$ cat config.mk
export PLATFORM = sky130hd
export DESIGN_NAME = regfile_sb
export DESIGN_NICKNAME = d
export VERILOG_FILES = /design/src/rtl/regfile_sb.sv
export SDC_FILE = /design/constraint.sdc
export NUM_CORES = 2
export LEC_CHECK = 0
export CAP_MARGIN = 40
export CORE_ASPECT_RATIO = 0.9
export CORE_UTILIZATION = 50
export CTS_BUF_LIST = sky130_fd_sc_hd__clkbuf_8
export DETAILED_ROUTE_END_ITERATION = 10
export PLACE_DENSITY = 0.64
export SLEW_MARGIN = 20
export SYNTH_ARGS = -nofsm -noshare
export SYNTH_HDL_FRONTEND = slang
export SYNTH_SLANG_ARGS = --single-unit
$ cat constraint.sdc
create_clock -name clk -period 5.5 [get_ports clk]
set_input_delay 1.1 -clock clk [delete_from_list [all_inputs] [get_ports clk]]
set_output_delay 1.1 -clock clk [all_outputs]
set_load 0.02 [all_outputs]
$ cat src/rtl/regfile_sb.sv
// regfile_sb: 2**WAD x WD register file with two combinational read ports, one
// writeback port, a per-register pending (busy) scoreboard, an event trigger that
// loads 1 into EVT_REG, and a clear sweep FSM that zeroes registers 1..2**WAD-1.
// Optional feature: define REGFILE_BYPASS_EN to forward same-cycle writeback and
// trigger data (and the matching busy clear) to the read ports.
module regfile_sb #(
  parameter int unsigned WAD     = 5,
  parameter int unsigned WD      = 32,
  parameter int unsigned EVT_REG = 5
) (
  input  logic           clk,
  input  logic           rst_n,
  input  logic           regwriteW,
  input  logic [WAD-1:0] rdW,
  input  logic [WD-1:0]  resultW,
  input  logic [WAD-1:0] adin1D,
  input  logic [WAD-1:0] adin2D,
  output logic [WD-1:0]  RD1D,
  output logic [WD-1:0]  RD2D,
  input  logic           issue_en,
  input  logic [WAD-1:0] issue_rd,
  output logic           busy1D,
  output logic           busy2D,
  input  logic           trigger,
  input  logic           clear_req,
  output logic           clear_busy,
  output logic [WD-1:0]  a0
);

  localparam int unsigned NumRegs = 2 ** WAD;
  localparam int unsigned A0Idx   = 10;
  localparam logic [WAD-1:0] EvtAddr = WAD'(EVT_REG);

  typedef enum logic {StIdle, StClear} state_e;

  state_e         state_q;
  logic [WAD-1:0] idx_q;
  logic           clear_busy_q;

  logic [WD-1:0]      regs_q [NumRegs];
  logic [WD-1:0]      regs_d [NumRegs];
  logic [NumRegs-1:0] busy_q, busy_d;

  logic wr_en, trig_en, set_en;

  // All external updates are ignored while the sweep runs.
  assign wr_en   = regwriteW && (rdW != '0) && !clear_busy_q;
  assign trig_en = trigger && !clear_busy_q;
  assign set_en  = issue_en && (issue_rd != '0) && !clear_busy_q;

  // Next-state for array and scoreboard; later assignments take priority.
  always_comb begin
    regs_d = regs_q;
    busy_d = busy_q;
    if (wr_en) begin
      regs_d[rdW] = resultW;
      busy_d[rdW] = 1'b0;
    end
    if (trig_en) regs_d[EvtAddr] = WD'(1);
    if (set_en) busy_d[issue_rd] = 1'b1;
    if (clear_busy_q) begin
      regs_d[idx_q] = '0;
      busy_d[idx_q] = 1'b0;
    end
    regs_d[0] = '0;
    busy_d[0] = 1'b0;
  end

  // Register array and busy bits.
  always_ff @(posedge clk or negedge rst_n) begin
    if (!rst_n) begin
      for (int i = 0; i < NumRegs; i++) regs_q[i] <= '0;
      busy_q <= '0;
    end else begin
      regs_q <= regs_d;
      busy_q <= busy_d;
    end
  end

  // Clear sweep FSM: walks idx from 1 to 2**WAD-1, one register per cycle.
  always_ff @(posedge clk or negedge rst_n) begin
    if (!rst_n) begin
      state_q      <= StIdle;
      idx_q        <= '0;
      clear_busy_q <= 1'b0;
    end else begin
      case (state_q)
        StIdle: begin
          if (clear_req) begin
            state_q      <= StClear;
            idx_q        <= WAD'(1);
            clear_busy_q <= 1'b1;
          end
        end
        StClear: begin
          if (idx_q == '1) begin
            state_q      <= StIdle;
            idx_q        <= '0;
            clear_busy_q <= 1'b0;
          end else begin
            idx_q <= idx_q + WAD'(1);
          end
        end
        default: begin
          state_q      <= StIdle;
          idx_q        <= '0;
          clear_busy_q <= 1'b0;
        end
      endcase
    end
  end

  // Read ports, optionally forwarding the same-cycle writeback.
  always_comb begin
    RD1D   = regs_q[adin1D];
    RD2D   = regs_q[adin2D];
    busy1D = busy_q[adin1D];
    busy2D = busy_q[adin2D];
`ifdef REGFILE_BYPASS_EN
    // rst_n gates forwarding so reset forces all read outputs to 0.
    if (rst_n && (adin1D != '0)) begin
      if (wr_en && (adin1D == rdW)) begin
        RD1D   = resultW;
        busy1D = set_en && (issue_rd == adin1D);
      end
      if (trig_en && (adin1D == EvtAddr)) RD1D = WD'(1);
    end
    if (rst_n && (adin2D != '0)) begin
      if (wr_en && (adin2D == rdW)) begin
        RD2D   = resultW;
        busy2D = set_en && (issue_rd == adin2D);
      end
      if (trig_en && (adin2D == EvtAddr)) RD2D = WD'(1);
    end
`endif
  end

  assign a0         = regs_q[A0Idx];
  assign clear_busy = clear_busy_q;

endmodule
; Word-level counts from Yosys, hierarchy flattened
; Index checks and enable logic that the tools add are counted.
[totals]
out_inout_bits = 99
word_cells = 115
inputBits = 58
ff_bits = 1030
[classes]
eq_ne = 3
n_lt_le_gt_ge = 14
bitwise_logic = 12
n_reduce_logical = 14
addsub = 1
mux = 36
[op_table]
columns = cell, n
row1 = 992-bit 2-to-1 mux, 2
row2 = 1024-bit bitwise mux, 1
row3 = 992-bit AND, 1
row4 = 992-bit NOT, 1
row5 = 32-bit binary-select mux with 5-bit select, 2
row6 = 32-bit demux with 5-bit select, 2
row7 = 32-bit 2-to-1 mux, 10
row8 = 32-bit AND, 2
row9 = 32-bit NOT, 2
row10 = 32-bit OR, 1
row11 = "5-bit by 6-bit < comparator with 1-bit output, second input constant", 5
row12 = "6-bit greater-or-equal comparator, second input constant", 4
row13 = 5-bit NOT with 6-bit output, 4
row14 = 1-bit demux with 5-bit select, 3
row15 = "5-bit by 1-bit greater-or-equal comparator with 1-bit output, second input constant", 3
row16 = "6-bit by 1-bit < comparator with 1-bit output, second input constant", 2
row17 = 1-bit binary-select mux with 5-bit select, 2
row18 = 1-bit logical AND, 10
row19 = 5-bit 2-to-1 mux, 2
row20 = 5-bit one-hot mux with 2 select lines, 1
row21 = 5-bit nonzero test, 2
row22 = 1-bit 2-to-1 mux, 9
row23 = "5-bit by 1-bit adder with 5-bit output, second input constant", 1
row24 = "5-bit equality test, second input constant", 1
row25 = other kinds (6), 7

; Logic depth before layout (Yosys ltp)
[logic_depth]
ltp_word = 11
ltp_mapped = 8

; Worst setup path after synthesis
; Ideal clock, no wire load.
[synth_timing]
path_kind = input port to output port
from = in adin1D[0]
to = out RD1D[21]
arrival_ns = 2.854
path_buffers = 5
path_stages = 8
path_slack_ns = 1.546
cell_sequence = buf_2 buf_4 buf_4 buf_4 buf_2 a22o_1 a211oi_1 o31ai_1
[synth_between]
elab_chain_len = 4
[synth_rtl]
columns = element, line
row1 = start: declaration, 16  ; input logic [WAD-1:0] adin1D,
row2 = 5-bit NOT with 6-bit output (implied by the code), 115  ; RD1D = regs_q[adin1D];
row3 = 32-bit binary-select mux with 5-bit select, 115
row4 = 32-bit 2-to-1 mux (implied by the code) (2 in a row), 115
row5 = end: declaration, 18  ; output logic [WD-1:0] RD1D,
; No other way between the ends. The select of a mux whose other input is x is not followed.

; Worst setup path after layout
[layout_timing]
from = in adin1D[0]
to = out RD1D[28]
; Same word-level chain as after synthesis.

==> metrics.md <==
| Metric | Value |
|---|---|
| Remaining antenna violation count | 0 |
| Complex-gate fraction of the synthesized area | 0.150 |
| DP Cell Count | around 7400 |
| FFs w/ async S/R, synth | 1.00 |
| Status | complete, no violations |
| Max Cap Violations | 0 |
| Cell variety after synth | between 40 and 50 |
| Overflow left after global routing | 0 |
| Fillcell total | roughly 10000 |
| DIE WIDTH | between 300 and 400 um |
| Core area | roughly 120000 sq um |
| CTS resizes | 0 |
| Synth Warn # | 0 |
| Vias | 52200 |
| Clock Tree Root | clkbuf_8 |
| Worst-skew pair later-pin latency | 0.94 ns |
| Commonest cells after routing, fill and taps aside | 2007 x nand2_1, 1030 x dfrtp_1, 993 x a21oi_1 |
| R2r worst-path depth | 5 |
| Signal arrival time at the worst endpoint | around 4.3 ns |
| Start point of the critical path | adin1D[0] |
| DIE HEIGHT | between 300 and 400 um |
| Peak VDD IR | between 0.2 and 0.3 mV |
| Vias in the first global route | ~51000 |
| CP max FO | 67 |
| Final setup TNS | 0 ns |
| Overall die area | about 120000 sq um |
| Multi-input gate area | around 30000 sq um |
| Per-cell routed wire length | roughly 31 um |
| Commonest non-fill, non-tap cell in the layout | nand2_1 |
| Crit-path slowest cell | mux2i_1 |
| Mux contribution to synthesized area | 0.201 |
| Seq/Total Area, Yosys | 0.445 |
| Initial antenna violation count | 6 |
| Syn Nets | slightly above 6000 |
| Kind of critical path | primary input to primary output |
| CP startpoint kind | primary input |
| CP Cell Sequence | buf_8, buf_12, mux4_2, mux2i_1, and2_1, o31ai_1, clkdlybuf4s50_1 |
| Largest net degree at the start of global routing | approximately 170 |
| Leak | 0.0275 uW |
| GRT Total Usage | 0.407 |
| RSZ-0062 raised after global routing | false |
| Detailed-placement wirelength estimate | 142 mm |
| Post-Syn Instances | about 6000 |
| Worst slew margin | 0.115 |
| Post-synthesis simple-gate area fraction | 0.154 |
| EDFF count, synth | 0 |
| Via-per-instance ratio | 6.74 |
| CTS tree | done |
| P per Cell Area | about 340 nW/um^2 |
| Count of state elements after synthesis | between 1000 and 1500 |
| Final period util | 0.978 |
| Initial Util | 0.504 |
| Final setup fails | 0 |
| FP Rows | 118 |
| Worst-margin pin slew | roughly 1.3 ns |
| RR Endpoint | busy_q[29] |
| Worst setup path end | RD1D[28] |
| Mean Syn Cell Area | approximately 9.5 sq um |
| Reg2reg setup slack | 2.56 ns |
| Htree depth | 4 |
| Final std cells w/o fill | around 7800 |
| CTS max path bufs | 3 |
| Worst path max stage delay | ~0.60 ns |
| GPL Wtd Cong | 0.937 |
| Max Clock Skew | 0.0426 ns |
| Global-route wire length before repair | 347 mm |
| Worst-path clk slew | approximately 0.070 ns |
| Hold Crit Class | primary input to asynchronous set/reset pin |
| Drt pass-1 iters | 8 |
| Area added between synthesis and finish | 13.5% |
| # DRC | 0 |
| Largest family of logic cells by synthesized area | multiplexers |
| Synth Flop Type | dfrtp_1 |
| Min cycle time layout | 5.38 ns |
| CTS buffer count | 172 |
| Adder-cell share of the synthesized area | 0.00108 |
| Final Max Tran Viols | 0 |
| Crit. End Element | primary output |
| Initial detailed-routing violation count | approximately 8000 |
| Num ports | roughly 160 |
| Post-synthesis xor/xnor area fraction | 0 |
| Reg2reg start | clear_busy |
| Routed wire length | about 240 mm |
| Post-Syn Area | 58000 sq um |
| Input/output buffers | between 150 and 200 |
| FMAX | around 0.19 GHz |
| Post-CTS setup buffers | 0 |
| Register Area | 25800 sq um |
| Final net count | between 6000 and 7000 |
| Clk sinks | roughly 1000 |
| Hold Fails Final Rpt | 0 |
| # hold bufs at CTS | 0 |
| CP required | 4.40 ns |
| Layout cells sized above 1 | 0.185 |
[report_power, final]
part,internal (uW),total [uW],switching [uW]
Sequential,8810,9850,1030
Combinational,2390,5500,3110
Clock,3690,7100,3410
Total,14900,22400,7550
[per-stage QoR]
step | util | total power, uW | setup slack (ns) | instance area [sq um] | hold WS [ns]
5_1_grt | 0.572 | 23200 | 0.0581 | 65700 | 0.175
3_3_place_gp | 0.539 | 15000 | 0.0694 | 62000 | 0.518
6_report | 0.572 | 22400 | 0.120 | 65700 | 0.157
4_1_cts | 0.571 | 22200 | 0.253 | 65700 | 0.120
3_5_place_dp | 0.541 | 15200 | 0.252 | 62200 | 0.527
2_1_floorplan | - | 13000 | 1.55 | 58000 | 0.504
[critical path, delay by kind of cell]
kind / cells / cell delay, ns
buf+inv: 3 / 1.30
compound gates: 1 / 0.18
mux: 2 / 1.19
simple gates: 1 / 0.33
[layer usage]
metal  wire [um]  up-vias  GRT usage
li1            -    21400          -
met1       89300    25900      0.538
met3       36300      764      0.164
met4       13700        4      0.223
met2      101000     4149      0.569
met5          77        -    0.00408
[cells in the mapped netlist (2+ instances only)]
library cell | count | area share
nand2_1 | 2008 | 0.13
dfrtp_1 | 1030 | 0.44
a21oi_1 | 993 | 0.086
clkbuf_1 | 465 | 0.030
mux4_2 | 396 | 0.15
mux2i_1 | 201 | 0.035
a22o_1 | 197 | 0.030
buf_2 | 111 | 0.0096
o21ai_0 | 73 | 0.0063
and2_1 | 71 | 0.0077
nor2_1 | 70 | 0.0045
o31ai_1 | 68 | 0.0088
o22ai_1 | 67 | 0.0072
a211oi_1 | 66 | 0.0085
mux2_2 | 65 | 0.013
buf_4 | 47 | 0.0061
a22oi_1 | 31 | 0.0040
buf_1 | 26 | 0.0017
nor3_1 | 20 | 0.0017
nand3_1 | 17 | 0.0015
nand2b_1 | 11 | 0.0012
nor2b_1 | 11 | 0.0012
nor3b_1 | 7 | 0.00091
and3_1 | 6 | 0.00065
inv_1 | 6 | 0.00039
ha_1 | 5 | 0.0011
or3_1 | 5 | 0.00054
and3b_1 | 4 | 0.00060
nor3_2 | 4 | 0.00069
buf_6 | 3 | 0.00058
nor4_2 | 3 | 0.00065
and4b_1 | 2 | 0.00035
nand4_1 | 2 | 0.00022
nand4bb_1 | 2 | 0.00039
[cell families after synthesis]
family | after synthesis
simple gates | 2250
compound gates | 1495
flops | 1030
mux | 662
buf+inv | 659
fa+ha+maj | 5
[flip-flops by register name, indices dropped and copies added, names as in the netlist]
register    flops
idx_q           5
state_q         1
busy_q         31
a0             32
clear_busy      1
regs_q        960
[layout make-up]
| cell class | count | share of cell area |
|---|---|---|
| Clock inverter | 74 | 0.00539 |
| Multi-Input combinational cell | 4412 | 0.454 |
| Clock buffer | 228 | 0.0477 |
| Inverter | 7 | 0.000400 |
| Tap cell | 1500 | 0.0285 |
| Timing Repair Buffer | 492 | 0.0714 |
| Antenna cell | 8 | 0.000304 |
| Sequential cell | 1030 | 0.392 |
[worst min path at each step]
stage | endpoint | from
floorplan | busy_q[11] | busy_q[11]
global placement | regs_q[3] | regs_q[3]
detailed placement | regs_q[609] | regs_q[609]
CTS | regs_q[346] | rst_n
global route | regs_q[316] | rst_n
finish | regs_q[346] | rst_n
Note: power is estimated with default switching activity, not from simulation.
